===== src/rtl/peak_window_scheduler_if.sv =====
// Bus for the peak-window scheduler: time load/tick and window config in, clock and peak flags out.
interface peak_window_scheduler_if #(
    parameter int NUM_WIN = 3,
    parameter int IDX_W   = 2
);
    logic               min_tick;
    logic               time_load;
    logic [4:0]         hour_in;
    logic [5:0]         min_in;
    logic               cfg_we;
    logic [IDX_W-1:0]   cfg_idx;
    logic [10:0]        cfg_start;
    logic [10:0]        cfg_end;
    logic               cfg_en;
    logic [4:0]         hour;
    logic [5:0]         minute;
    logic               pm;
    logic               peak;
    logic [NUM_WIN-1:0] peak_mask;
    logic               peak_rise;
    logic               peak_fall;
    logic               cfg_err;

    modport master (
        output min_tick, time_load, hour_in, min_in,
        output cfg_we, cfg_idx, cfg_start, cfg_end, cfg_en,
        input  hour, minute, pm, peak, peak_mask, peak_rise, peak_fall, cfg_err
    );

    modport slave (
        input  min_tick, time_load, hour_in, min_in,
        input  cfg_we, cfg_idx, cfg_start, cfg_end, cfg_en,
        output hour, minute, pm, peak, peak_mask, peak_rise, peak_fall, cfg_err
    );
endinterface


===== src/rtl/peak_window_scheduler.sv =====
// Time-of-day clock with NUM_WIN programmable peak windows driving peak flag, mask and edge pulses.
// Latency: time updates on the tick/load edge; peak/mask/edges one cycle later; cfg_err one cycle after request.
// Backpressure: none; every tick and request is consumed in the cycle it is presented.
module peak_window_scheduler #(
    parameter int NUM_WIN = 3,
    parameter int IDX_W   = 2
) (
    input  logic                    clk,
    input  logic                    rst,
    peak_window_scheduler_if.slave  bus
);

    typedef struct packed {
        logic        en;
        logic [10:0] start;
        logic [10:0] stop;
    } win_t;

    function automatic win_t win_default(input int i);
        win_t w;
        w = '0;
        case (i)
            0:       w = '{en: 1'b1, start: 11'd420,  stop: 11'd540};
            1:       w = '{en: 1'b1, start: 11'd720,  stop: 11'd840};
            2:       w = '{en: 1'b1, start: 11'd1020, stop: 11'd1140};
            default: w = '0;
        endcase
        return w;
    endfunction

    win_t               win [NUM_WIN];
    logic [4:0]         hour_q;
    logic [5:0]         min_q;
    logic [10:0]        tod_q;
    logic [NUM_WIN-1:0] mask_q;
    logic               peak_q;
    logic               rise_q;
    logic               fall_q;
    logic               err_q;

    logic               time_ok;
    logic               cfg_ok;
    logic [10:0]        load_tod;
    logic [NUM_WIN-1:0] mask_nxt;

    assign time_ok  = (bus.hour_in <= 5'd23) && (bus.min_in <= 6'd59);
    assign cfg_ok   = (int'(bus.cfg_idx) < NUM_WIN) &&
                      (bus.cfg_start <= 11'd1439) && (bus.cfg_end <= 11'd1439);
    assign load_tod = 11'(bus.hour_in) * 11'd60 + 11'(bus.min_in);

    // A window with start > stop wraps past midnight; start == stop never matches.
    always_comb begin
        mask_nxt = '0;
        for (int i = 0; i < NUM_WIN; i++) begin
            if (win[i].en && (win[i].start != win[i].stop)) begin
                if (win[i].start < win[i].stop)
                    mask_nxt[i] = (tod_q >= win[i].start) && (tod_q < win[i].stop);
                else
                    mask_nxt[i] = (tod_q >= win[i].start) || (tod_q < win[i].stop);
            end
        end
    end

    // A load always takes precedence and swallows a coincident tick, even when rejected.
    always_ff @(posedge clk or posedge rst) begin
        if (rst) begin
            hour_q <= '0;
            min_q  <= '0;
            tod_q  <= '0;
        end else if (bus.time_load) begin
            if (time_ok) begin
                hour_q <= bus.hour_in;
                min_q  <= bus.min_in;
                tod_q  <= load_tod;
            end
        end else if (bus.min_tick) begin
            tod_q <= (tod_q == 11'd1439) ? 11'd0 : tod_q + 11'd1;
            if (min_q == 6'd59) begin
                min_q  <= '0;
                hour_q <= (hour_q == 5'd23) ? 5'd0 : hour_q + 5'd1;
            end else begin
                min_q <= min_q + 6'd1;
            end
        end
    end

    always_ff @(posedge clk or posedge rst) begin
        if (rst) begin
            for (int i = 0; i < NUM_WIN; i++)
                win[i] <= win_default(i);
        end else if (bus.cfg_we && cfg_ok) begin
            for (int i = 0; i < NUM_WIN; i++)
                if (int'(bus.cfg_idx) == i)
                    win[i] <= '{en: bus.cfg_en, start: bus.cfg_start, stop: bus.cfg_end};
        end
    end

    always_ff @(posedge clk or posedge rst) begin
        if (rst) begin
            mask_q <= '0;
            peak_q <= 1'b0;
            rise_q <= 1'b0;
            fall_q <= 1'b0;
            err_q  <= 1'b0;
        end else begin
            mask_q <= mask_nxt;
            peak_q <= |mask_nxt;
            rise_q <= (|mask_nxt) & ~peak_q;
            fall_q <= ~(|mask_nxt) & peak_q;
            err_q  <= (bus.time_load & ~time_ok) | (bus.cfg_we & ~cfg_ok);
        end
    end

    assign bus.hour      = hour_q;
    assign bus.minute    = min_q;
    assign bus.pm        = (hour_q >= 5'd12);
    assign bus.peak      = peak_q;
    assign bus.peak_mask = mask_q;
    assign bus.peak_rise = rise_q;
    assign bus.peak_fall = fall_q;
    assign bus.cfg_err   = err_q;

endmodule


===== src/flat_wrapper.sv =====
// flat-port wrapper written by rule: the top's interface ports become plain ports
module peak_window_scheduler_flat 
#(
    parameter int NUM_WIN = 3,
    parameter int IDX_W   = 2
)
  (clk, rst, bus_min_tick, bus_time_load, bus_hour_in, bus_min_in, bus_cfg_we, bus_cfg_idx, bus_cfg_start, bus_cfg_end, bus_cfg_en, bus_hour, bus_minute, bus_pm, bus_peak, bus_peak_mask, bus_peak_rise, bus_peak_fall, bus_cfg_err);
  peak_window_scheduler_if #(.NUM_WIN(NUM_WIN), .IDX_W(IDX_W)) bus_i ();
  input  logic clk;
  input  logic rst;
  input wire logic [$bits(bus_i.min_tick)-1:0] bus_min_tick;
  input wire logic [$bits(bus_i.time_load)-1:0] bus_time_load;
  input wire logic [$bits(bus_i.hour_in)-1:0] bus_hour_in;
  input wire logic [$bits(bus_i.min_in)-1:0] bus_min_in;
  input wire logic [$bits(bus_i.cfg_we)-1:0] bus_cfg_we;
  input wire logic [$bits(bus_i.cfg_idx)-1:0] bus_cfg_idx;
  input wire logic [$bits(bus_i.cfg_start)-1:0] bus_cfg_start;
  input wire logic [$bits(bus_i.cfg_end)-1:0] bus_cfg_end;
  input wire logic [$bits(bus_i.cfg_en)-1:0] bus_cfg_en;
  output wire logic [$bits(bus_i.hour)-1:0] bus_hour;
  output wire logic [$bits(bus_i.minute)-1:0] bus_minute;
  output wire logic [$bits(bus_i.pm)-1:0] bus_pm;
  output wire logic [$bits(bus_i.peak)-1:0] bus_peak;
  output wire logic [$bits(bus_i.peak_mask)-1:0] bus_peak_mask;
  output wire logic [$bits(bus_i.peak_rise)-1:0] bus_peak_rise;
  output wire logic [$bits(bus_i.peak_fall)-1:0] bus_peak_fall;
  output wire logic [$bits(bus_i.cfg_err)-1:0] bus_cfg_err;
  assign bus_i.min_tick = bus_min_tick;
  assign bus_i.time_load = bus_time_load;
  assign bus_i.hour_in = bus_hour_in;
  assign bus_i.min_in = bus_min_in;
  assign bus_i.cfg_we = bus_cfg_we;
  assign bus_i.cfg_idx = bus_cfg_idx;
  assign bus_i.cfg_start = bus_cfg_start;
  assign bus_i.cfg_end = bus_cfg_end;
  assign bus_i.cfg_en = bus_cfg_en;
  assign bus_hour = bus_i.hour;
  assign bus_minute = bus_i.minute;
  assign bus_pm = bus_i.pm;
  assign bus_peak = bus_i.peak;
  assign bus_peak_mask = bus_i.peak_mask;
  assign bus_peak_rise = bus_i.peak_rise;
  assign bus_peak_fall = bus_i.peak_fall;
  assign bus_cfg_err = bus_i.cfg_err;
  peak_window_scheduler #(.NUM_WIN(NUM_WIN), .IDX_W(IDX_W)) u_core (.clk(clk), .rst(rst), .bus(bus_i));
endmodule

===== config.mk =====
export PLATFORM = sky130hd
export DESIGN_NAME = peak_window_scheduler_flat
export DESIGN_NICKNAME = d
export VERILOG_FILES = /design/src/rtl/peak_window_scheduler_if.sv /design/src/rtl/peak_window_scheduler.sv /design/src/flat_wrapper.sv
export SDC_FILE = /design/constraint.sdc
export NUM_CORES = 1
export LEC_CHECK = 0
export CAP_MARGIN = 10
export CORE_ASPECT_RATIO = 2
export CORE_MARGIN = 4
export CORE_UTILIZATION = 25
export DETAILED_ROUTE_END_ITERATION = 10
export SLEW_MARGIN = 5
export SYNTH_ARGS = -nofsm -noshare
export SYNTH_HDL_FRONTEND = slang
export SYNTH_SLANG_ARGS = --single-unit
export TNS_END_PERCENT = 1

===== constraint.sdc =====
create_clock -name clk -period 5.7 [get_ports clk]
set_input_delay 1.14 -clock clk [delete_from_list [all_inputs] [get_ports clk]]
set_output_delay 1.14 -clock clk [all_outputs]
set_load 0.05 [all_outputs]

After elaboration in Yosys (flattened, before gate mapping)
Cells that the tools add are included.

Equal/unequal tests: 9. Add/sub/neg operators: 4. Muxes and demuxes: 19. Multiply operators: 1. $lt $le $gt $ge: 15. Bitwise logic cells: 9. Reduce and logical (&&, ||, !) cells: 22.

Operators by type and width (number): less-than comparator 11 bit (6); 2-to-1 mux 11 bit (4); >= comparator 11 bit (3); inequality test 11 bit (3); 2-to-1 mux 5 bit (5); 2-to-1 mux 6 bit (4); less-or-equal comparator 11 bit (second input constant) (2); adder 11 x 1 -> 11 bit (second input constant) (1); adder 11 x 6 -> 11 bit (1); == test 11 bit (second input constant) (1); logical AND 1 bit (10); multiplier 5 x 4 -> 9 bit (second input constant) (1); AND reduction 2 bit (4); adder 6 x 1 -> 6 bit (second input constant) (1); == test 6 bit (second input constant) (1); less-or-equal comparator 6 bit (second input constant) (1); 2-to-1 mux 1 bit (6); adder 5 x 1 -> 5 bit (second input constant) (1); == test 5 bit (second input constant) (1); >= comparator 5 x 4 -> 1 bit (second input constant) (1); less-or-equal comparator 5 bit (second input constant) (1); bitwise AND 1 bit (4); == test 2 bit (second input constant) (2); inverter 1 bit (4); 8 further kinds (11).

Logic and storage cells: 96. Input bits: 41. Output and inout bits: 19. Flip-flop bits (word level): 98.

Logic depth before layout (Yosys ltp)
Gate-level depths: netlist of run 1.

Word-level depth: 7. Depth in mapped cells: 12.

Worst setup path before layout of run 1
No wires, ideal clock.

Kind: input port to flip-flop. Start point: input port bus_hour_in[3]. End point: register u_core.tod_q[10]. Arrival: 3.743 ns. Cell stages on the path: 12. Slack: 1.814 ns. Library setup time: 0.142 ns. Cell sequence: inv_1 -> fa_1 -> fa_1 -> inv_1 -> ha_1 -> nor2b_1 -> o21a_1 -> o21ai_2 -> mux2i_1 -> a2111oi_4 -> xnor2_1 -> o221ai_1.

Longest elaborated chain between the ends: 4.

RTL lines: start: declaration (line flat_wrapper.sv:13) `input wire logic [$bits(bus_i.hour_in)-1:0] bus_hour_in;`; multiplier 5 x 4 -> 9 bit or less-or-equal comparator 5 bit (tied branches) (line peak_window_scheduler.sv:49, peak_window_scheduler.sv:46); adder 11 x 6 -> 11 bit or logical AND 1 bit (tied branches) (line peak_window_scheduler.sv:49, peak_window_scheduler.sv:46); 2-to-1 mux 11 bit or inequality test 2 x 1 -> 1 bit (tied branches); 2-to-1 mux 11 bit or AND reduction 2 bit (tied branches); end signal: assignment (line peak_window_scheduler.sv:74) `tod_q <= load_tod;`; end signal: assignment (line peak_window_scheduler.sv:77) `tod_q <= (tod_q == 11'd1439) ? 11'd0 : tod_q + 11'd1;`; end: declaration (line peak_window_scheduler.sv:34) `logic [10:0] tod_q;`.

Parallel ways exist; a longest one is shown, timed or not. The select of a mux whose other input is x is not followed. A chain may end at the register's enable or synchronous reset.

Worst setup path after layout of run 1
Start point: input port bus_hour_in[2]. End point: register u_core.tod_q[10].

The elaborated chain is that of the path after synthesis.

==> results of run 1 <==
-- worst min path at each step --
stage,from,to,slack [ns],cells past startpoint
after floorplan,u_core.win[1],u_core.win[1],0.46,1
after global placement,u_core.win[28],u_core.win[28],0.47,1
after detailed placement,u_core.win[27],u_core.win[27],0.48,1
after CTS,u_core.win[30],u_core.win[30],0.50,1
after global routing,u_core.win[27],u_core.win[27],0.52,1
final,u_core.win[27],u_core.win[27],0.49,1
-- flip-flops by register name (all words and copies together), names as in the netlist --
register	flops
u_core.bus.peak	1
u_core.bus.peak_fall	1
u_core.bus.minute	6
u_core.tod_q	11
u_core.bus.peak_rise	1
u_core.win	69
u_core.bus.hour	5
u_core.bus.cfg_err	1
u_core.bus.peak_mask	3
-- power breakdown --
part | total (mW) | leakage, nW | internal [mW] | switching [mW]
Sequential | 1.15 | 1.13 | 0.925 | 0.223
Clock | 0.594 | 0.132 | 0.310 | 0.284
Combinational | 1.63 | 2.63 | 0.688 | 0.940
-- metal layers --
metal  GRT usage [%]  vias to the layer above
met5               0                        -
met4            8.19                        0
met3            1.57                       42
met2            25.8                       95
met1            12.1                     2789
li1                -                     2795
-- cell usage in the layout (no fill, tap or decap), types with 9 or more instances in the layout --
master,instances
nand2_1,49
nor2_1,33
nor3_1,10
dfstp_2,32
ha_1,119
clkdlybuf4s50_1,59
mux2_1,40
inv_1,91
clkbuf_16,9
nor2b_1,9
a21oi_1,45
dfrtp_1,66
nand4_1,11
a21o_1,16
o21ai_0,68
and3_1,10
nand3_1,26
-- metrics by stage --
step / setup slack, ns / cells
CTS: 1.36 / 1172
finish: 1.38 / 1172
global route: 1.10 / 1172
floorplan: 1.81 / 751
global placement: 1.07 / 1156
detailed placement: 0.977 / 1156
-- cells by family after synthesis --
family                   Yosys count  synth area share (%)
AO/OA/AOI/OAI                    187                  16.1
AND/OR/NAND/NOR                  171                  11.7
adder cells (fa/ha/maj)          127                  22.9
buffers and inverters            108                  5.75
flip-flops                        98                  34.6
multiplexers                      50                  7.78
XOR/XNOR                          10                  1.22
-- layout make-up --
cell class	instances	share of cell area (%)
clock buffer	11	2.85
tap	356	5.24
multi-input combinational	545	50.6
timing repair buffer	64	7.38
sequential	98	29.3
clock inverter	5	0.441
inverter	93	4.13
==> run metrics, run 1 <==
CTS tree yes; num rows 87; core area 28,300 um^2; Die Y 248 um; number of synthesized flops with an enable pin 0; final instance area 8510 um^2; sequential share of the synthesized area 34.6%; Final Slew Violations 0; CP startpoint bus_hour_in[2]; CP max FO 6; clock buffer depth 2; Mapped Area 7210 um^2; Reg-to-Reg Start u_core.win[2]; worst reg2reg path depth 9; Worst Skew 0.00727 ns; worst-path cell with the longest stage delay clkdlybuf4s50_1; Max Cap Violations 0; Remaining DRCs 0; Final HPWL DP 16.1 mm; total negative slack 0 ns; synth warn 0; DP Area 8230 um^2; GR Overflow Total 0; Design Power 3.37 mW; Hold-fix buffers, CTS 0; CP endpoint kind flop; async set-reset flop share out of synthesis 100%; Worst EP arrival 4.54 ns; uppermost routed layer met4; worst reg2reg path endpoint u_core.bus.peak; Initial Util 25.5%; initial antenna violation count 0; RSZ-0062 raised after global routing false; Yosys top cell area share 22.9%; Storage cell area 2490 um^2; fin crit period 4.32 ns; final period utilization 75.9%; peak supply drop 0.000121 V; clk slew on worst S/H paths 0.07 ns; 1st-iter DRT viols 169; Cell Pwr Density 396 nW/um^2; Primary FF master, synth dfrtp_1; wire length on met1 6.81 mm; worst skew pair latency 0.36 ns; quantity of gates resized following cts 0; Routability Congestion 0.848; Total Routing Usage GR 13.0%; Synth-to-Final Area Change 18.0%; CP required 5.91 ns; Multi-input gate area 4310 um^2; largest net degree at the start of global routing 69; Worst Setup Start Kind input port; final hold vios 0; # setup viols final 0; Final nets 979; post-CTS setup buffer count 0; Post-Syn Instances 751; DR WL met2 11.4 mm; Sink Count 98; synthesized area per cell 9.60 um^2; Stages on worst setup path 13; CP bufs+invs 3; vias 5,721; leading post-synthesis cells by cell area dfrtp_1 (23%), ha_1 (21%), dfstp_2 (12%), mux2_1 (6.2%), inv_1 (4.8%); IO Count 60; post-layout util 30.1%; routed len/inst 16.9 um; static leakage 3.90 nW; Mapped Nets 919; critical path, cell by cell clkdlybuf4s50_1, inv_1, fa_1, fa_1, inv_1, ha_1, nor2b_1, o21a_1, o21ai_2, mux2i_1, a2111oi_4, xnor2_1, o221ai_1; First-pass DRT Iterations 4; reg-to-reg slack, setup 2.98 ns; worst hold margin 0.491 ns; Rel. slew slack 25.2%; remaining antenna violation count 0; slowest stage delay, CP 0.60 ns; die area 31,800 um^2; chip width 128 um; most frequent cell after synthesis ha_1; number of port buffers 59; met3 wire length 332 um; Setup Crit Path Kind in -> reg; highest clock rate 231 MHz; CTS Root Buffer Type clkbuf_16; vias in the first global route 5,959; first-pass GRT wire length 31.7 mm; min-delay worst type reg -> reg; Yosys reg bits 98; CP delay by family, top adder cells; CTS buffer count 9; commonest cells in the netlist ha_1 (119), inv_1 (92), o21ai_0 (68); layout cells sized above 1 8.33%; status finished clean; Worst-Margin Slew 1.12 ns; total wire length 19.8 mm; largest area contributor in the netlist dfrtp_1; Setup crit end u_core.tod_q[10]; H-tree depth 3; Antenna diodes 0; Filler cells 2,984; detailed-route vias per instance 4.88; Unique masters post-synth 58
No activity file was read; power rests on OpenSTA's default activity.
==> inputs of run 2 (changes only) <==
==> constraint.sdc (replaced) <==
create_clock -name clk -period 3.9 [get_ports clk]
set_input_delay 0.78 -clock clk [delete_from_list [all_inputs] [get_ports clk]]
set_output_delay 0.78 -clock clk [all_outputs]
set_load 0.05 [all_outputs]
==> run metrics, run 2 (synthesis gave the netlist of run 1 again) <==
layout cells sized above 1 11.2% (+2.8 points); Initial Util 25.5% (unchanged); Routability Congestion 0.893 (+5.3%); Worst-Margin Slew 0.686 ns (-0.433 ns); first-pass GRT wire length 32.2 mm (+1.5%); peak supply drop 0.000226 V (+87%); Final HPWL DP 16.8 mm (+4.1%); Synth-to-Final Area Change 21.6%; worst hold margin 0.496 ns (+0.00448 ns); CTS tree yes; detailed-route vias per instance 4.87 (-0.20%); Hold-fix buffers, CTS 0 (unchanged); Setup Crit Path Kind in -> reg; min-delay worst type reg -> reg; worst-path cell with the longest stage delay fa_1; Cell Pwr Density 589 nW/um^2 (+49%); routed len/inst 17.3 um (+2.6%); static leakage 4.06 nW (+4.2%); Placed Cells incl. Taps 1,181 (+2.2%); slowest stage delay, CP 0.55 ns (-0.05 ns); IO Count 60 (unchanged); total negative slack 0 ns (unchanged); remaining antenna violation count 0 (unchanged); Final nets 1,005 (+2.7%); Rel. slew slack 54.0% (+29 points); largest net degree at the start of global routing 64 (-7.2%); clk slew on worst S/H paths 0.07 ns (about the same); Final WS setup 0.156 ns (-1.22 ns); worst reg2reg path depth 9 (unchanged); Worst Setup Start Kind input port; CTS Root Buffer Type clkbuf_16; number of port buffers 59 (unchanged); GR Overflow Total 0 (unchanged); vias 5,836 (+2.0%); chip width 128 um (unchanged); final instance area 8760 um^2 (+3.0%); fin cells 1,198 (+2.2%); Max Cap Violations 0 (unchanged); CP required 4.12 ns (-1.79 ns); vias in the first global route 6,069 (+1.8%); Total Routing Usage GR 13.3% (+0.36 points); most frequent cells in the layout ha_1 (119), inv_1 (91), o21ai_0 (68), dfrtp_1 (66), clkdlybuf4s50_1 (58); Worst Skew 0.0104 ns (+0.00309 ns); 1st-iter DRT viols 208 (+23%); Die Y 248 um (unchanged); # setup viols final 0 (unchanged); Sink Count 98 (unchanged); die area 31,800 um^2 (unchanged); Remaining DRCs 0 (unchanged); First-pass DRT Iterations 5 (+1); fin crit period 3.74 ns; Worst EP arrival 3.97 ns (-0.57 ns); worst skew pair latency 0.36 ns (about the same); CTS buffer count 9 (unchanged); H-tree depth 3 (unchanged); clock buffer depth 2 (unchanged); Largest Register u_core.win; number of flip-flops in the largest register 69 (unchanged); pre-CTS setup slack -0.266 ns (-1.24 ns); post-layout util 31.0% (+0.91 points); final period utilization 96.0%; commonest non-fill, non-tap cell in the layout ha_1; critical path, cell by cell clkdlybuf4s50_1, fa_1, inv_1, fa_1, inv_1, ha_1, a21o_1, a21oi_1, or4b_1, o2111ai_1, nand4_1, xnor2_1, o221ai_1; total wire length 20.7 mm (+4.9%); final hold vios 0 (unchanged); DP Area 8430 um^2 (+2.4%); Antenna diodes 0 (unchanged); status finished clean; highest clock rate 267 MHz; RSZ-0062 raised after global routing false; CP max FO 2 (-4); Hold Path Stages 1 (unchanged); initial antenna violation count 0 (unchanged); CP endpoint kind flop; num rows 87 (unchanged); core area 28,300 um^2 (unchanged); Design Power 5.16 mW (+53%); Final Slew Violations 0 (unchanged)
-- run 2: cell types whose count changed in the layout (fill, tap and decap cells not counted) --
cell             previous run  this run
clkinv_4                    1         0
buf_12                      0         1
buf_4                       5        30
clkinv_2                    1         0
inv_6                       1         2
clkdlybuf4s50_1            59        58
dlymetal6s2s_1              0         1
bufinv_16                   0         2
clkinvlp_4                  2         1
-- run 2: worst paths after layout --
check                                     from                to  slack (ns)
worst min register to register  u_core.win[33]    u_core.win[33]        0.50
worst max register to register   u_core.win[2]   u_core.bus.peak        1.27
worst min-delay path            u_core.win[33]    u_core.win[33]        0.50
max in group asynchronous                  rst    u_core.win[32]        2.32
worst max-delay path            bus_hour_in[0]  u_core.tod_q[10]        0.16
min in group asynchronous                  rst     u_core.win[1]        0.80
-- run 2: routing by layer --
metal	track usage [%]	vias up	part of all wire (%)	wire, um
met4	7.44	0	4.8	1000
met5	0	-	0	0
li1	-	2849	-	-
met2	27.4	91	59	12200
met1	12.1	2855	35	7160
met3	1.65	41	1.6	332
-- run 2: worst max-delay path, delay by kind of cell --
kind	cells	cell delay (ns)
xor gates and xnor gates	1	0.18
AOI/OAI and AO/OA	4	0.46
buffers and inverters	3	0.57
adders and majority gates	3	1.35
and+or+nand+nor	2	0.63
-- run 2: cell type report --
type | instances | area (um^2)
multi-input cells | 545 | 4310
clock inverters | 5 | 85.1
flip-flops and latches | 98 | 2490
inverters | 93 | 352
fillers | 2946 | 19500
repair buffers | 90 | 838
well taps | 356 | 445
clock buffers | 11 | 243
-- run 2: repair_timing --
action	CTS	global route
resized for setup	0	1
setup endpoints to repair	0	1
buffers inserted	0	1
-- run 2: where the power goes --
group          total (mW)  internal, mW  switching, mW
sequential           1.69          1.35          0.341
combinational        2.46          1.07           1.39
clock                1.01         0.585          0.428
total                5.16          3.00           2.16
==> inputs of run 3 (changes only) <==
==> constraint.sdc (replaced) <==
create_clock -name clk -period 3.7 [get_ports clk]
set_input_delay 0.74 -clock clk [delete_from_list [all_inputs] [get_ports clk]]
set_output_delay 0.74 -clock clk [all_outputs]
set_load 0.005 [all_outputs]
==> run metrics, run 3 (synthesis gave the netlist of run 1 again) <==
CTS tree yes; Rel. slew slack 51.3% (-2.7 points); final instance area 8790 um^2 (+0.29%); Worst-Margin Slew 0.726 ns (+0.0402 ns); number of port buffers 59 (unchanged); detailed-route vias per instance 4.85 (-0.38%); 1st-iter DRT viols 168 (-19%); CTS buffer count 9 (unchanged); Routability Congestion 0.902 (+0.95%); H-tree depth 3 (unchanged); core area 28,300 um^2 (unchanged); Final HPWL DP 16.9 mm (+0.92%); static leakage 4.07 nW (+0.10%); Initial Util 25.5% (unchanged); Hold Path Stages 1 (unchanged); # setup viols final 0 (unchanged); met2 Usage GRT 27.8% (+0.39 points); CP delay by family, top adder cells; Die Y 248 um (unchanged); RSZ-0062 raised after global routing false; post-CTS setup buffer count 0 (unchanged); Worst Skew 0.00427 ns (-0.00609 ns); worst reg2reg path depth 9 (unchanged); first-pass GRT wire length 32.3 mm (+0.21%); fin crit period 3.57 ns; Setup Crit Path Kind in -> reg; final period utilization 96.4%; Final nets 1,009 (+0.40%); Worst EP arrival 3.78 ns (-0.19 ns); commonest non-fill, non-tap cell in the layout ha_1; DP Area 8460 um^2 (+0.45%); most crowded layer after global routing met2; Sink Count 98 (unchanged); initial antenna violation count 0 (unchanged); CTS Root Buffer Type clkbuf_16; Cell Pwr Density 587 nW/um^2 (-0.34%); critical path, cell by cell clkdlybuf4s50_1, inv_1, fa_1, fa_1, inv_1, ha_4, nor2b_1, o21a_1, o21ai_2, mux2i_2, a2111oi_4, xnor2_1, o221ai_1; peak supply drop 0.000225 V (-0.36%); Hold-fix buffers, CTS 0 (unchanged); highest clock rate 280 MHz; worst reg2reg path endpoint u_core.bus.peak; CP max FO 3 (+1); CP endpoint kind flop; Largest Register u_core.win; clk slew on worst S/H paths 0.07 ns (about the same); largest net degree at the start of global routing 61 (-4.7%); Max Cap Violations 0 (unchanged); Final WS setup 0.133 ns (-0.0231 ns); Reg-to-Reg Start u_core.win[2]; First-pass DRT Iterations 4 (-1); Worst Setup Start Kind input port; total wire length 20.7 mm (-0.22%); worst-path cell with the longest stage delay fa_1; routed len/inst 17.2 um (-0.55%); CP required 3.92 ns (-0.20 ns); reg-to-reg slack, setup 1.02 ns (-0.25 ns); worst hold margin 0.498 ns (+0.00191 ns); final hold vios 0 (unchanged); worst skew pair latency 0.36 ns (about the same); clock buffer depth 2 (unchanged); GR Overflow Total 0 (unchanged); Antenna diodes 0 (unchanged); slowest stage delay, CP 0.51 ns (-0.04 ns); Synth-to-Final Area Change 21.9%; met3 GRT Util 1.70% (+0.043 points); IO Count 60 (unchanged); total negative slack 0 ns (unchanged); Total Routing Usage GR 13.4% (+0.034 points); status finished clean; Remaining DRCs 0 (unchanged); chip width 128 um (unchanged); min-delay worst type reg -> reg; most frequent cells in the layout ha_1 (118), inv_1 (91), o21ai_0 (68), dfrtp_1 (66), clkdlybuf4s50_1 (56); Hold Crit Start u_core.win[27]; remaining antenna violation count 0 (unchanged); M1 GR Usage 11.8% (-0.27 points); CP bufs+invs 3 (unchanged); Final Slew Violations 0 (unchanged); vias 5,833 (-0.051%); Hold Path Sink u_core.win[27]; post-layout util 31.1% (+0.089 points); num rows 87 (unchanged); die area 31,800 um^2 (unchanged); number of flip-flops in the largest register 69 (unchanged); layout cells sized above 1 12.1% (+0.89 points); Stages on worst setup path 13 (unchanged); pre-CTS setup slack -0.431 ns (-0.165 ns); vias in the first global route 6,092 (+0.38%)
[run 3: per-layer routing]
metal  routed length (um)  share of wire [%]
met1                 7020                 34
met2                12300                 59
met3                  376                1.8
met4                 1030                5.0
met5                    0                  0
[run 3: repair_timing]
| action | 4_1_cts | 5_1_grt |
|---|---|---|
| gates resized for setup | 2 | 4 |
| endpoints found under the hold margin | 0 | 0 |
| pin swaps | 3 | 5 |
| setup endpoints to repair | 1 | 4 |
[run 3: how the worst max path moves through the flow]
stage / from / endpoint / slack [ns]
global route: bus_hour_in[3] / u_core.tod_q[10] / 0.003
finish: bus_hour_in[3] / u_core.tod_q[10] / 0.13
CTS: bus_hour_in[0] / u_core.tod_q[10] / 0.05
global placement: bus_hour_in[1] / u_core.tod_q[10] / -0.34
detailed placement: bus_hour_in[1] / u_core.tod_q[10] / -0.43
floorplan: bus_hour_in[3] / u_core.tod_q[10] / 0.21
[run 3: power breakdown]
group | total (mW) | leakage (nW) | internal (mW) | switching, mW
sequential | 1.79 | 1.13 | 1.43 | 0.364
clock | 0.983 | 0.140 | 0.530 | 0.453
combinational | 2.39 | 2.79 | 1.13 | 1.26
[run 3: area by class of cell]
| cell class | instances | area (um^2) |
|---|---|---|
| inverters | 93 | 352 |
| multi-input cells | 545 | 4330 |
| fillers | 2955 | 19500 |
| clock inverters | 7 | 77.6 |
| clock buffers | 9 | 225 |
| flip-flops and latches | 98 | 2490 |
| well taps | 356 | 445 |
| repair buffers | 94 | 866 |
[run 3: through the flow]
step           total power [mW]  cells
2_1_floorplan              3.24    751
5_1_grt                    5.60   1202
6_report                   5.16   1202
4_1_cts                    5.21   1202
3_5_place_dp               4.20   1186
3_3_place_gp               4.11   1186
[run 3: worst register-to-register path, stage by stage, from the launching register on]
cell and delay (ns):
dfstp_2 0.53, inv_1 0.06, ha_1 0.32, nand2_1 0.07
nor2_1 0.04, a211oi_1 0.61, o211ai_1 0.20, o221ai_1 0.21
nand2_1 0.19, or3_1 0.34
